[config.mk]
export PLATFORM = sky130hd
export DESIGN_NAME = oled_spi_rx
export DESIGN_NICKNAME = d
export VERILOG_FILES = /design/src/rtl/oled_pkg.sv /design/src/rtl/oled_sync_fifo.sv /design/src/rtl/oled_spi_rx.sv
export SDC_FILE = /design/constraint.sdc
export NUM_CORES = 1
export LEC_CHECK = 0
export BUFFER_PORTS_ARGS = -buffer_cell sky130_fd_sc_hd__buf_2
export CAP_MARGIN = 30
export CORE_ASPECT_RATIO = 0.75
export CORE_MARGIN = 4
export CORE_UTILIZATION = 40
export CTS_CLUSTER_DIAMETER = 30
export DETAILED_ROUTE_END_ITERATION = 7
export HOLD_SLACK_MARGIN = 0.03
export PLACE_DENSITY_LB_ADDON = 0.08
export SETUP_SLACK_MARGIN = 0.05
export SYNTH_ARGS = -nofsm -noshare
export SYNTH_HDL_FRONTEND = slang
export SYNTH_SLANG_ARGS = --single-unit
[constraint.sdc]
create_clock -name clk -period 1.71 [get_ports clk]
set_input_delay 0.2565 -clock clk [delete_from_list [all_inputs] [get_ports clk]]
set_output_delay 0.2565 -clock clk [all_outputs]
set_load 0.05 [all_outputs]
[src/rtl/oled_pkg.sv]
// Shared definitions for the OLED SPI link: D/C tag values, the tagged byte type
// and the frame geometry.
package oled_pkg;

    localparam logic OLED_DC_CMD       = 1'b0;
    localparam logic OLED_DC_DATA      = 1'b1;
    localparam int   SPI_BITS_PER_BYTE = 8;

    typedef struct packed {
        logic       dc;
        logic [7:0] data;
    } oled_byte_t;

endpackage

[src/rtl/oled_sync_fifo.sv]
// Single-clock FIFO with flop storage; the head entry is read straight from the
// storage flops, so dout/empty never depend combinationally on push.
module oled_sync_fifo #(
    parameter int WIDTH = 9,
    parameter int DEPTH = 4
) (
    input  logic             clk,
    input  logic             rst_n,
    input  logic             push,
    input  logic [WIDTH-1:0] din,
    input  logic             pop,
    output logic [WIDTH-1:0] dout,
    output logic             full,
    output logic             empty
);

    localparam int AW = $clog2(DEPTH);

    logic [WIDTH-1:0] mem_q [DEPTH];
    logic [WIDTH-1:0] mem_d [DEPTH];
    logic [AW-1:0]    wr_ptr_q, wr_ptr_d;
    logic [AW-1:0]    rd_ptr_q, rd_ptr_d;
    logic [AW:0]      cnt_q, cnt_d;
    logic             wr_en;
    logic             rd_en;

    assign full  = (cnt_q == (AW+1)'(DEPTH));
    assign empty = (cnt_q == '0);
    assign dout  = mem_q[rd_ptr_q];

    // A push into a full FIFO is still accepted when the head leaves in the same cycle.
    assign rd_en = pop & ~empty;
    assign wr_en = push & (~full | rd_en);

    always_comb begin
        mem_d    = mem_q;
        wr_ptr_d = wr_ptr_q;
        rd_ptr_d = rd_ptr_q;
        cnt_d    = cnt_q;
        if (wr_en) begin
            mem_d[wr_ptr_q] = din;
            wr_ptr_d        = wr_ptr_q + AW'(1);
        end
        if (rd_en) begin
            rd_ptr_d = rd_ptr_q + AW'(1);
        end
        cnt_d = cnt_q + (AW+1)'(wr_en) - (AW+1)'(rd_en);
    end

    always_ff @(posedge clk or negedge rst_n) begin
        if (!rst_n) begin
            mem_q    <= '{default: '0};
            wr_ptr_q <= '0;
            rd_ptr_q <= '0;
            cnt_q    <= '0;
        end else begin
            mem_q    <= mem_d;
            wr_ptr_q <= wr_ptr_d;
            rd_ptr_q <= rd_ptr_d;
            cnt_q    <= cnt_d;
        end
    end

endmodule

[src/rtl/oled_spi_rx.sv]
// SPI mode-0 target for the OLED link: oversamples CS_N/SCLK/MOSI/DC in clk,
// deserialises MSB-first bytes tagged with D/C and queues them for a valid/ready consumer.
module oled_spi_rx
    import oled_pkg::*;
#(
    parameter int FIFO_DEPTH  = 4,
    parameter int SYNC_STAGES = 2
) (
    input  logic        clk,
    input  logic        rst_n,
    input  logic        spi_cs_n,
    input  logic        spi_sclk,
    input  logic        spi_mosi,
    input  logic        oled_dc,
    output logic [7:0]  rx_data,
    output logic        rx_is_data,
    output logic        rx_valid,
    input  logic        rx_ready,
    output logic        overflow,
    input  logic        clear_overflow,
    output logic        frag_err,
    output logic [15:0] byte_count
);

    localparam logic [2:0] LAST_BIT = 3'(SPI_BITS_PER_BYTE - 1);

    logic [SYNC_STAGES-1:0] cs_sync_q, cs_sync_d;
    logic [SYNC_STAGES-1:0] sclk_sync_q, sclk_sync_d;
    logic [SYNC_STAGES-1:0] mosi_sync_q, mosi_sync_d;
    logic [SYNC_STAGES-1:0] dc_sync_q, dc_sync_d;

    logic        sync_cs_n, sync_sclk, sync_mosi, sync_dc;
    logic        sclk_prev_q, cs_prev_q;
    logic        sclk_rise, cs_rise;
    logic [6:0]  shift_q, shift_d;
    logic [2:0]  bit_cnt_q, bit_cnt_d;
    logic        push_q, push_d;
    oled_byte_t  push_byte_q, push_byte_d;
    logic        overflow_q, overflow_d;
    logic        frag_q, frag_d;
    logic [15:0] count_q, count_d;

    logic        fifo_full, fifo_empty, pop;
    oled_byte_t  head;

    assign cs_sync_d   = {cs_sync_q[SYNC_STAGES-2:0], spi_cs_n};
    assign sclk_sync_d = {sclk_sync_q[SYNC_STAGES-2:0], spi_sclk};
    assign mosi_sync_d = {mosi_sync_q[SYNC_STAGES-2:0], spi_mosi};
    assign dc_sync_d   = {dc_sync_q[SYNC_STAGES-2:0], oled_dc};

    assign sync_cs_n = cs_sync_q[SYNC_STAGES-1];
    assign sync_sclk = sclk_sync_q[SYNC_STAGES-1];
    assign sync_mosi = mosi_sync_q[SYNC_STAGES-1];
    assign sync_dc   = dc_sync_q[SYNC_STAGES-1];

    assign sclk_rise = sync_sclk & ~sclk_prev_q;
    assign cs_rise   = sync_cs_n & ~cs_prev_q;

    assign pop = rx_valid & rx_ready;

    always_comb begin
        shift_d     = shift_q;
        bit_cnt_d   = bit_cnt_q;
        push_d      = 1'b0;
        push_byte_d = push_byte_q;
        frag_d      = 1'b0;
        // Deselect aborts any partial byte; sclk activity is ignored while deselected.
        if (sync_cs_n) begin
            frag_d    = cs_rise & (bit_cnt_q != 3'd0);
            bit_cnt_d = 3'd0;
        end else if (sclk_rise) begin
            shift_d = {shift_q[5:0], sync_mosi};
            if (bit_cnt_q == LAST_BIT) begin
                push_d           = 1'b1;
                push_byte_d.dc   = sync_dc;
                push_byte_d.data = {shift_q, sync_mosi};
                bit_cnt_d        = 3'd0;
            end else begin
                bit_cnt_d = bit_cnt_q + 3'd1;
            end
        end

        count_d = count_q + 16'(push_q);

        overflow_d = overflow_q;
        if (clear_overflow) begin
            overflow_d = 1'b0;
        end
        if (push_q && fifo_full && !pop) begin
            overflow_d = 1'b1;
        end
    end

    always_ff @(posedge clk or negedge rst_n) begin
        if (!rst_n) begin
            cs_sync_q   <= '1;
            sclk_sync_q <= '0;
            mosi_sync_q <= '0;
            dc_sync_q   <= '0;
            sclk_prev_q <= 1'b0;
            cs_prev_q   <= 1'b1;
            shift_q     <= '0;
            bit_cnt_q   <= '0;
            push_q      <= 1'b0;
            push_byte_q <= '0;
            overflow_q  <= 1'b0;
            frag_q      <= 1'b0;
            count_q     <= '0;
        end else begin
            cs_sync_q   <= cs_sync_d;
            sclk_sync_q <= sclk_sync_d;
            mosi_sync_q <= mosi_sync_d;
            dc_sync_q   <= dc_sync_d;
            sclk_prev_q <= sync_sclk;
            cs_prev_q   <= sync_cs_n;
            shift_q     <= shift_d;
            bit_cnt_q   <= bit_cnt_d;
            push_q      <= push_d;
            push_byte_q <= push_byte_d;
            overflow_q  <= overflow_d;
            frag_q      <= frag_d;
            count_q     <= count_d;
        end
    end

    oled_sync_fifo #(
        .WIDTH ($bits(oled_byte_t)),
        .DEPTH (FIFO_DEPTH)
    ) u_fifo (
        .clk   (clk),
        .rst_n (rst_n),
        .push  (push_q),
        .din   (push_byte_q),
        .pop   (pop),
        .dout  (head),
        .full  (fifo_full),
        .empty (fifo_empty)
    );

    assign rx_valid   = ~fifo_empty;
    assign rx_data    = head.data;
    assign rx_is_data = head.dc;
    assign overflow   = overflow_q;
    assign frag_err   = frag_q;
    assign byte_count = count_q;

endmodule

# Word-level counts from Yosys, hierarchy flattened

Cells that the tools add are included.

Register bits: 91
Input bits: 8
Output and inout port bits: 28
Word-level logic and storage cells: 71

Add/sub/neg operators: 6
$lt $le $gt $ge: 3
Equality and inequality tests: 2
Muxes and demuxes: 15
Bitwise operators: 14
Reductions and logical operators: 10

Operators by type and width:

| kind                  | count |
|---|---|
| $bwmux W36            | 1 |
| $mux W9               | 3 |
| $bmux W9 S2           | 1 |
| $demux W9 S2          | 1 |
| $add A16 B1 Y16       | 1 |
| $mux W3               | 3 |
| $and A1 B1 Y1         | 6 |
| $eq A3 B3 Y1 const B  | 2 |
| $ge A3 B3 Y1 const B  | 2 |
| $mux W1               | 6 |
| $not A2 Y3            | 2 |
| $not A1 Y1            | 5 |
| $add A2 B1 Y2 const B | 2 |
| $reduce_bool A2 Y1    | 2 |
| $add A3 B1 Y3         | 1 |
| $add A3 B1 Y3 const B | 1 |
| $logic_and A1 B1 Y1   | 3 |
| $logic_not A3 Y1      | 1 |
| $lt A3 B1 Y1 const B  | 1 |
| $reduce_and A3 Y1     | 1 |
| $reduce_bool A3 Y1    | 1 |
| $sub A3 B1 Y3         | 1 |
| $reduce_and A2 Y1     | 1 |
| $logic_not A1 Y1      | 1 |
| $or A1 B1 Y1          | 1 |

# Longest topological paths before layout

Gate-level depths: netlist of run 1.

Depth in word-level cells: 8
Gate-level depth with buffers: 6
Gate-level depth less buffers: 6

# By module

From an unflattened synthesis of run 1, not the netlist that was laid out.

Cell total of the unflattened synthesis: 253
Area, all modules: 3902.5 µm²

Modules (own cells, without submodules):

| module         | instances | cells each | area an instance (µm²) | sequential area each (µm²) |
|---|---|---|---|---|
| oled_sync_fifo | 1         | 121        | 1955.6                 | 1076.0 |
| oled_spi_rx    | 1         | 132        | 1946.9                 | 1204.9 |

# Worst setup path after synthesis of run 1

No wires, ideal clock.

Kind: reg2reg
Start: register u_fifo.cnt_q[0]
End: register u_fifo.cnt_q[2]
Library setup time: 0.123 ns
Arrival: 1.997 ns
Data required time: 1.587 ns
Setup slack: -0.410 ns
Cell stages (with the launch flop): 7
Path buffers: 0
Period minus slack after synthesis: 2.120 ns
Cells stage by stage: dfrtp_1 or3_1 nand2_1 mux2i_1 ha_1 fa_1 xnor2_1

Longest elaborated chain between the ends: 8
Elaborated cells on any way between the ends: 10
Those cells by class: add/sub (2); eq/ne (1); bitwise (6); reduce/logical (1)

Ends and longest elaborated chain:

| what                     | line                 | source |
|---|---|---|
| start: declaration       | oled_sync_fifo.sv:23 | `logic [AW:0] cnt_q, cnt_d;` |
| start signal: assignment | oled_sync_fifo.sv:60 | `cnt_q <= cnt_d;` |
| $logic_not A3 Y1 (*)     | oled_sync_fifo.sv:28 | `assign empty = (cnt_q == '0);` |
| $not A1 Y1 (*)           | oled_spi_rx.sv:140   | `assign rx_valid = ~fifo_empty;` |
| net rx_valid             | oled_spi_rx.sv:17    | `output logic rx_valid,` |
| $and A1 B1 Y1            | oled_spi_rx.sv:59    | `assign pop = rx_valid & rx_ready;` |
| $and A1 B1 Y1 (*)        | oled_sync_fifo.sv:32 | `assign rd_en = pop & ~empty;` |
| $or A1 B1 Y1             | oled_sync_fifo.sv:33 | `assign wr_en = push & (~full \| rd_en);` |
| $and A1 B1 Y1            | oled_sync_fifo.sv:33 |  |
| $add A3 B1 Y3            | oled_sync_fifo.sv:47 | `cnt_d = cnt_q + (AW+1)'(wr_en) - (AW+1)'(rd_en);` |
| $sub A3 B1 Y3 (*)        | oled_sync_fifo.sv:47 |  |
| net u_fifo.cnt_d[2]      | oled_sync_fifo.sv:23 |  |

Mark *: on every way through the listed nets, which the timed path passes. The rest lies on a longest branch.
A chain may end at the register's enable or synchronous reset.

# Final worst setup path of run 1

Start: register u_fifo.rd_ptr_q[0]
End: output port rx_data[5]

Longest elaborated chain between the ends: 4

Ends and longest elaborated chain:

| what                                       | line                 | source |
|---|---|---|
| start: declaration                         | oled_sync_fifo.sv:22 | `logic [AW-1:0] rd_ptr_q, rd_ptr_d;` |
| start signal: assignment                   | oled_sync_fifo.sv:59 | `rd_ptr_q <= rd_ptr_d;` |
| $not A2 Y3 (implied by the code)           | oled_sync_fifo.sv:29 | `assign dout = mem_q[rd_ptr_q];` |
| $bmux W9 S2                                | oled_sync_fifo.sv:29 |  |
| $mux W9 (implied by the code) (2 in a row) | oled_sync_fifo.sv:29 |  |
| end: declaration                           | oled_spi_rx.sv:15    | `output logic [7:0] rx_data,` |

Every way passes these cells. The select of a mux whose other input is x is not followed.

==> impl_metrics.env, run 1 <==
export IMPL_status="complete, but fails checks"
export IMPL_violations="setup timing"
export IMPL_drtAntennaViolNets=0
export IMPL_drtIter0Drc=61
export IMPL_insertion_delay_ns=0.34
export IMPL_synth_common_cells="dfrtp_1, mux2_2, xor2_1"
export IMPL_avgViaCountPerCell=4.719
export IMPL_cp_required_ns=1.45
export IMPL_power_total_w=0.005484
export IMPL_synth_largest_area_cell="dfrtp_1"
export IMPL_start_util=0.4121
export IMPL_fin_crit_ns=1.858
export IMPL_routedWlPerCell_um=15.42
export IMPL_design_area_um2=4817
export IMPL_synthFlopType="dfrtp_1"
export IMPL_wl_um=6970
export IMPL_die_x_um=119.7
export IMPL_yosys_top_cells_area="dfrtp_1, mux2_2, mux4_2"
export IMPL_grt_overflow_total=0
export IMPL_cts_buffer_depth=2
export IMPL_yosys_cell_count_top_type="dfrtp_1"
export IMPL_postSynth_asyncResetShare=1.000
export IMPL_cts_tree="yes"
export IMPL_fp_row_count=30
export IMPL_slew_viol_final=0
export IMPL_synth_area_um2=3744
export IMPL_hold_viol=0
export IMPL_grt_setup_unrepaired="true"
export IMPL_cp_start_kind="flip-flop"
export IMPL_placedCellCount=427
export IMPL_grt_total_usage=0.1367
export IMPL_core_area_um2=9084
export IMPL_clock_sinks=91
export IMPL_min_path_type="in2reg"
export IMPL_die_h_um=91.78
export IMPL_ys_seq_elements=91
export IMPL_endpoint_kind="output port"
export IMPL_vias=2133
export IMPL_finalClockSkew_ns=0.007742
export IMPL_worstPathArrival_ns=1.60
export IMPL_drive_above_1_share=0.4846
export IMPL_yosys_warnings=0
export IMPL_setup_violations=10
export IMPL_grt_max_degree=49
export IMPL_yosysTopAreaCellShare=0.5882
export IMPL_placed_area_um2=4284
export IMPL_pwr_density_cell_nw_per_um2=1138
export IMPL_cts_clk_slew_worst_paths_ns=0.06
export IMPL_critPathKind="reg2out"
export IMPL_grt_pass1_vias=2224
export IMPL_diodes=0
export IMPL_synth_cells=247
export IMPL_cts_max_level=3
export IMPL_area_delta_synth_final_pct=28.68
export IMPL_cp_max_fo=3
export IMPL_ys_types=26
export IMPL_antenna_found_initial=0
export IMPL_period_share=1.087
export IMPL_setup_tns_ns=-1.220
export IMPL_leakagePower_nw=2.390
export IMPL_synth_edf_count=0
export IMPL_worst_pin_slew_ns=0.4394
export IMPL_fin_nets=338
export IMPL_path_cells="buf_4 > mux4_2 > buf_4"
export IMPL_slowest_stage="mux4_2"
export IMPL_fin_cells=452
export IMPL_drt_first_pass_iters=4
export IMPL_ios=36
export IMPL_gp_congestion=0.7443
export IMPL_ys_seq_area_frac=0.6093
export IMPL_worst_slack_ns=-0.1480
export IMPL_grt_pass1_wl_um=11590
export IMPL_cts_buffers_inserted=9
export IMPL_path_buf_inv=2
export IMPL_io_buffers=35
export IMPL_path_common_cell="buf_4"
export IMPL_fmax_ghz=0.5382
export IMPL_root_buffer="clkbuf_16"
export IMPL_place_hpwl_um=4672
export IMPL_max_vdd_ir_drop_mv=0.6081
export IMPL_remaining_drc_errors=0
export IMPL_fillers=801
export IMPL_crit_path_max_incr_delay_ns=0.49
export IMPL_slew_headroom=0.7062
export IMPL_avgSynthCellArea_um2=15.16
export IMPL_syn_nets=266
export IMPL_path_delay_family="multiplexers"
export IMPL_dieArea_um2=10990
export IMPL_dp_slack_ns=-0.01912
export IMPL_max_cap_violations=0
[through the flow]
| stage | hold WS, ns | utilization |
|---|---|---|
| finish | 0.1125 | 0.5303 |
| global route | 0.1272 | 0.5303 |
| CTS | 0.09680 | 0.5238 |
| detailed placement | 0.2332 | 0.4716 |
| global placement | 0.2317 | 0.4716 |
| floorplan | -0.03909 | - |
[registers in the layout, summed over array words and instances, names as in the netlist]
name             flops
push_byte_q          9
u_fifo.wr_ptr_q      2
cs_sync_q            2
push_q               1
overflow             1
byte_count          16
mosi_sync_q          2
cs_prev_q            1
frag_err             1
u_fifo.cnt_q         3
sclk_prev_q          1
u_fifo.mem_q        36
shift_q              7
u_fifo.rd_ptr_q      2
dc_sync_q            2
bit_cnt_q            3
sclk_sync_q          2
[kinds of logic (layout without fill, tap and decap cells)]
logic type                 after synthesis  after routing  synth area share
DFF                                     91             91            0.6093
xor gates and xnor gates                19             19           0.04445
muxes                                   66             66            0.2243
AOI/OAI and AO/OA                        1              1          0.001336
adders and majority gates               11             11           0.03877
buffers and inverters                   12             89           0.01270
and+or+nand+nor                         47             47           0.06919
[path summary, 6_finish.rpt]
check	slack [ns]	start	cells after the start	endpoint
worst max register to register	-0.01	u_fifo.cnt_q[1]	6	u_fifo.cnt_q[2]
max in group asynchronous	0.69	rst_n	3	u_fifo.cnt_q[0]
worst min-delay path	0.11	clear_overflow	2	overflow
min in group asynchronous	0.39	rst_n	2	byte_count[10]
worst max-delay path	-0.15	u_fifo.rd_ptr_q[0]	3	rx_data[5]
worst min register to register	0.35	dc_sync_q[0]	0	dc_sync_q[1]
[layout by cell type, fill, tap and decap left out, types with 2 or more instances in the layout]
master / Yosys / layout
clkbuf_16: 0 / 9
dlygate4sd3_1: 0 / 5
mux2i_1: 4 / 4
buf_6: 0 / 9
buf_12: 0 / 4
dfstp_2: 3 / 3
nand3_1: 6 / 6
nand2_1: 10 / 9
mux4_2: 9 / 9
inv_1: 8 / 8
xor2_1: 11 / 11
nor4_2: 0 / 3
dfrtp_1: 88 / 87
bufinv_16: 0 / 3
clkinv_2: 0 / 2
nor2_4: 0 / 2
nor3_1: 4 / 4
ha_1: 10 / 9
nor2_1: 7 / 7
mux2_2: 53 / 53
buf_4: 0 / 22
nand4_1: 3 / 3
buf_2: 2 / 24
xnor2_1: 8 / 8
nor2_2: 5 / 3
[worst reg2reg max path, delay by kind of cell, from the launching register on]
kind                     cells  cell delay, ns
AND/OR/NAND/NOR              2            0.49
flip-flops                   1            0.39
multiplexers                 1            0.07
XOR/XNOR                     1            0.13
adder cells (fa/ha/maj)      2            0.53
[area by class of cell]
| type | count | area (um2) | share of cell area |
|---|---|---|---|
| Timing Repair Buffer | 65 | 531.8 | 0.1104 |
| Inverter | 8 | 30.03 | 0.006234 |
| Tap cell | 128 | 160.2 | 0.03325 |
| Clock buffer | 11 | 242.7 | 0.05039 |
| Sequential cell | 91 | 2282 | 0.4738 |
| Clock inverter | 5 | 100.1 | 0.02078 |
| Multi-Input combinational cell | 144 | 1470 | 0.3052 |
[routing by layer]
metal	share of wire	up-vias	track usage
met3	0.039	10	0.04439
met1	0.51	1078	0.1973
met5	0	-	0
met2	0.43	36	0.1917
met4	0.014	0	0.05148
li1	-	1009	-
[report_power, final]
group	switching [W]	total (W)	internal (W)
clock	0.000788	0.00225	0.00146
sequential	0.000111	0.00241	0.00230
combinational	0.000367	0.000821	0.000454
[what timing repair did]
item | CTS | global route
setup buffers | 1 | 2
hold buffers | 5 | 0
gates cloned | 0 | 1
pin swaps | 2 | 1
endpoints found under the hold margin | 33 | 0
setup endpoints to repair | 28 | 27
resized for setup | 23 | 11
(Power assumes the default switching activity.)
==> run 2, diff against run 1 <==
- CORE_MARGIN: 4 -> default
==> run 2 against run 1 <==
Effect of this change: sequential share of layout area is 1.1 points higher; the run still ends with setup timing left; largest power group unchanged; sequential cell count stayed put; routed wire length is 3.7% lower; sequential power hardly changed; clock skew hardly changed; global-route usage is 1.6 points higher; highest routed layer unchanged; register-to-register slack worse by 0.03 ns; via count is 0.28% higher.
==> impl_metrics.env, run 2 (synthesis gave the netlist of run 1 again) <==
export IMPL_status="complete, but fails checks"
export IMPL_violations="setup timing"
export IMPL_cts_buffers_inserted=9
export IMPL_fmax_ghz=0.5410
export IMPL_largest_reg_flops=36
export IMPL_grt_max_degree=51
export IMPL_fin_nets=335
export IMPL_ff_latch_area_um2=2283
export IMPL_slew_headroom=0.7421
export IMPL_antenna_found_initial=0
export IMPL_power_total_w=0.005081
export IMPL_wl_um=6714
export IMPL_routedWlPerCell_um=14.95
export IMPL_max_cap_violations=0
export IMPL_max_vdd_ir_drop_mv=0.6183
export IMPL_timing_rr_end="u_fifo.cnt_q[2]"
export IMPL_place_hpwl_um=4475
export IMPL_reg2reg_slack_ns=-0.04
export IMPL_clock_sinks=91
export IMPL_cp_start_kind="flip-flop"
export IMPL_whs_ns=0.1097
export IMPL_finalClockSkew_ns=0.008036
export IMPL_fillers=808
export IMPL_setup_tns_ns=-1.225
export IMPL_drt_first_pass_iters=4
export IMPL_die_h_um=85.78
export IMPL_diodes=0
export IMPL_remaining_drc_errors=0
export IMPL_clockPowerShare=0.376
export IMPL_slew_viol_final=0
export IMPL_worstPathArrival_ns=1.59
export IMPL_period_share=1.081
export IMPL_die_x_um=113.7
export IMPL_endpoint_kind="output port"
export IMPL_layout_commonest_cell="dfrtp_1"
export IMPL_dieArea_um2=9754
export IMPL_final_cell_mix="dfrtp_1, mux2_2, buf_2, buf_4, xor2_1"
export IMPL_vias=2139
export IMPL_timing_rr_start="u_fifo.cnt_q[1]"
export IMPL_grt_overflow_total=0
export IMPL_grt_pass1_vias=2194
export IMPL_top_register="u_fifo.mem_q"
export IMPL_cp_max_fo=3
export IMPL_cp_required_ns=1.45
export IMPL_grt_pass1_wl_um=11180
export IMPL_min_to="overflow"
export IMPL_root_buffer="clkbuf_16"
export IMPL_drtAntennaViolNets=0
export IMPL_cts_max_level=3
export IMPL_combPwrFrac=0.149
export IMPL_critPathKind="reg2out"
export IMPL_p_int_w=0.003834
export IMPL_grt_setup_unrepaired="true"
export IMPL_pwr_density_cell_nw_per_um2=1079
export IMPL_cts_buffer_depth=2
export IMPL_drive_above_1_share=0.4766
export IMPL_min_delay_start="clear_overflow"
export IMPL_drtIter0Drc=60
export IMPL_io_buffers=35
export IMPL_min_path_type="in2reg"
export IMPL_setup_violations=11
export IMPL_avgViaCountPerCell=4.764
export IMPL_insertion_delay_ns=0.34
export IMPL_p_sw_w=0.001248
export IMPL_hold_viol=0
export IMPL_multi_input_area_um2=1455
export IMPL_area_delta_synth_final_pct=25.84
export IMPL_ios=36
export IMPL_worst_slack_ns=-0.1384
export IMPL_fin_util=0.5186
export IMPL_pwr_share_seq=0.475
export IMPL_leakagePower_nw=2.334
export IMPL_core_area_um2=9084
export IMPL_start_util=0.4121
export IMPL_gp_congestion=0.7380
export IMPL_fp_row_count=30
export IMPL_cts_clk_slew_worst_paths_ns=0.07
export IMPL_worst_pin_slew_ns=0.3864
export IMPL_swShare=0.2456
export IMPL_grt_total_usage=0.1530
export IMPL_reg2reg_depth=6
export IMPL_fin_crit_ns=1.848
export IMPL_hold_path_depth=2
export IMPL_cts_tree="yes"
export IMPL_dp_slack_ns=-0.05007
-- run 2: worst max path at each step --
stage	slack, ns	startpoint	to
2_1_floorplan	-0.10	u_fifo.cnt_q[1]	u_fifo.cnt_q[2]
3_3_place_gp	-0.02	u_fifo.cnt_q[1]	u_fifo.cnt_q[2]
3_5_place_dp	-0.05	u_fifo.cnt_q[2]	u_fifo.mem_q[15]
4_1_cts	-0.16	u_fifo.rd_ptr_q[0]	rx_data[1]
5_1_grt	-0.20	u_fifo.rd_ptr_q[0]	rx_data[1]
6_report	-0.14	u_fifo.rd_ptr_q[0]	rx_data[5]
-- run 2: critical path: stages (launching register included) --
cell     delay, ns
dfrtp_1       0.40
buf_4         0.17
mux4_2        0.52
buf_6         0.17
-- run 2: metrics by stage --
| step | std cells | area, um2 |
|---|---|---|
| final | 449 | 4711 |
| after detailed placement | 424 | 4262 |
| after floorplan | 247 | 3756 |
| after global routing | 449 | 4711 |
| after global placement | 424 | 4262 |
| after CTS | 448 | 4681 |
-- run 2: layout make-up --
cell class | count | share of cell area
Tap cell | 128 | 0.03400
Inverter | 8 | 0.006374
Clock inverter | 6 | 0.01222
Sequential cell | 91 | 0.4847
Clock buffer | 10 | 0.04861
Timing Repair Buffer | 62 | 0.1052
Multi-Input combinational cell | 144 | 0.3089
-- run 2: power by group through the flow --
stage / registers, W / clock network (W) / logic (W)
2_1_floorplan: 0.00242 / 0 / 0.000445
3_3_place_gp: 0.00245 / 0 / 0.000675
3_5_place_dp: 0.00245 / 0 / 0.000690
4_1_cts: 0.00241 / 0.00197 / 0.000756
5_1_grt: 0.00243 / 0.00206 / 0.000819
6_report: 0.00241 / 0.00191 / 0.000756
-- run 2: repair_timing --
item / in CTS / in global routing
buffers inserted: 3 / 0
pin swaps: 0 / 1
resized for setup: 19 / 9
endpoints found under the setup margin: 30 / 21
hold endpoints to repair: 23 / 0
gates cloned: 0 / 1
hold buffers: 5 / 0
-- run 2: metal layers --
layer	vias to the layer above	routed length, um	GRT usage
li1	1000	-	-
met1	1102	3433	0.2147
met2	32	2963	0.2267
met3	5	280	0.05795
met4	0	36	0.03230
met5	-	0	0
==> run 3, diff against run 2 <==
- REMOVE_ABC_BUFFERS: default -> 1
- SETUP_SLACK_MARGIN: 0.05 -> 0.4
==> run 3 against run 2 <==
Effect of this change: the run still ends with setup timing left; highest routed layer unchanged; largest cell class unchanged; clock skew shrank 0.00078 ns; final cell count is 3.3% higher; sequential cell count did not move; worst hold slack got worse by 0.0079 ns; clock-buffer cell count grew 4; routed wire length increased by 9.9%; register-to-register slack better by 0.02 ns; clock power up 3%.
==> impl_metrics.env, run 3 (synthesis gave the netlist of run 1 again) <==
export IMPL_final_cell_mix="dfrtp_1, mux2_4, buf_6, buf_4, buf_2"
export IMPL_status="complete, but fails checks"
export IMPL_reg2reg_depth=7
export IMPL_endpoint_kind="output port"
export IMPL_core_area_um2=9084
export IMPL_pwr_density_cell_nw_per_um2=978.3
export IMPL_leakagePower_nw=2.612
export IMPL_fin_crit_ns=1.860
export IMPL_max_cap_violations=0
export IMPL_setup_violations=19
export IMPL_fillers=753
export IMPL_drtAntennaViolNets=0
export IMPL_start_util=0.4121
export IMPL_grt_overflow_total=0
export IMPL_fin_nets=350
export IMPL_grt_setup_unrepaired="true"
export IMPL_cts_max_level=3
export IMPL_design_area_um2=5370
export IMPL_grt_pass1_vias=2262
export IMPL_drt_first_pass_iters=4
export IMPL_cp_required_ns=1.45
export IMPL_insertion_delay_ns=0.33
export IMPL_cts_tree="yes"
export IMPL_vias=2225
export IMPL_clock_sinks=91
export IMPL_io_buffers=35
export IMPL_finalClockSkew_ns=0.007257
export IMPL_fin_util=0.5912
export IMPL_cp_max_fo=10
export IMPL_area_delta_synth_final_pct=43.45
export IMPL_routedWlPerCell_um=15.91
export IMPL_ios=36
export IMPL_fmax_ghz=0.5377
export IMPL_hold_viol=0
export IMPL_hold_path_depth=2
export IMPL_max_vdd_ir_drop_mv=0.7012
export IMPL_dieArea_um2=9754
export IMPL_drive_above_1_share=0.5476
export IMPL_cts_buffer_depth=2
export IMPL_min_path_type="in2reg"
export IMPL_grt_max_degree=44
export IMPL_slew_headroom=0.6740
export IMPL_avgViaCountPerCell=4.795
export IMPL_top_register="u_fifo.mem_q"
export IMPL_critPathKind="reg2out"
export IMPL_worstPathArrival_ns=1.60
export IMPL_diodes=0
export IMPL_layout_commonest_cell="dfrtp_1"
export IMPL_grt_total_usage=0.1678
export IMPL_remaining_drc_errors=0
export IMPL_gp_congestion=0.7218
export IMPL_violations="setup timing"
export IMPL_cp_start_kind="flip-flop"
export IMPL_worst_slack_ns=-0.1498
export IMPL_die_h_um=85.78
export IMPL_place_hpwl_um=4212
export IMPL_drtIter0Drc=70
export IMPL_largest_reg_flops=36
export IMPL_placed_area_um2=4269
export IMPL_worst_pin_slew_ns=0.4878
export IMPL_wl_um=7381
export IMPL_slew_viol_final=0
export IMPL_die_x_um=113.7
export IMPL_period_share=1.088
export IMPL_cts_clk_slew_worst_paths_ns=0.06
export IMPL_antenna_found_initial=0
export IMPL_fp_row_count=30
export IMPL_grt_pass1_wl_um=12160
export IMPL_cts_buffers_inserted=9
export IMPL_dp_slack_ns=-0.08300
export IMPL_root_buffer="clkbuf_16"
export IMPL_power_total_w=0.005253
-- run 3: cell count changes in the layout (fill, tap and decap cells not counted), moves of 4 or more --
cell,previous run,this run
mux2_4,0,40
nor4_4,0,4
buf_6,8,21
nor3_1,4,0
nor2_4,2,6
mux2_2,53,13
ha_1,9,5
buf_2,25,16
-- run 3: area by class of cell --
class,count,area [um2],share of cell area
clock buffer,14,264.0,0.04916
clock inverter,2,35.03,0.006524
inverter,8,30.03,0.005592
multi-input combinational,144,1818,0.3385
sequential,91,2283,0.4252
tap,128,160.2,0.02982
timing repair buffer,77,779.5,0.1452
-- run 3: metrics by stage --
stage / hold slack, ns / setup TNS (ns) / instances
5_1_grt: 0.09326 / -2.833 / 464
4_1_cts: 0.08116 / -1.503 / 460
2_1_floorplan: -0.03909 / -3.116 / 243
3_5_place_dp: 0.2209 / -0.8484 / 425
6_report: 0.1017 / -1.399 / 464
3_3_place_gp: 0.2198 / -0.4434 / 425
-- run 3: final timing paths --
check / start / end / slack, ns
max: u_fifo.rd_ptr_q[0] / rx_data[2] / -0.15
min: clear_overflow / overflow / 0.10
max reg2reg: u_fifo.cnt_q[1] / u_fifo.mem_q[0] / -0.02
min reg2reg: mosi_sync_q[0] / mosi_sync_q[1] / 0.35
max in group asynchronous: rst_n / cs_sync_q[0] / 0.70
min in group asynchronous: rst_n / byte_count[9] / 0.41
-- run 3: what timing repair did --
action	4_1_cts	5_1_grt
cloned	4	0
buffers inserted	10	4
hold buffers	5	0
endpoints found under the hold margin	31	0
setup endpoints to repair	82	84
gates resized for setup	111	29
pin swaps	8	11
-- run 3: worst max-delay path, stage by stage, from the launching register on --
cell	delay, ns
dfrtp_1	0.39
buf_12	0.17
mux4_2	0.53
buf_6	0.17
-- run 3: where the power goes --
part           switching, W  internal [W]  total (W)
Sequential         0.000112       0.00230    0.00241
Combinational      0.000393      0.000485   0.000878
Clock              0.000753       0.00121    0.00196
-- run 3: layer usage --
layer / share of wire / GRT usage
met5: 0 / 0
met4: 0.011 / 0.05742
met3: 0.033 / 0.04594
met2: 0.44 / 0.2428
met1: 0.51 / 0.2430
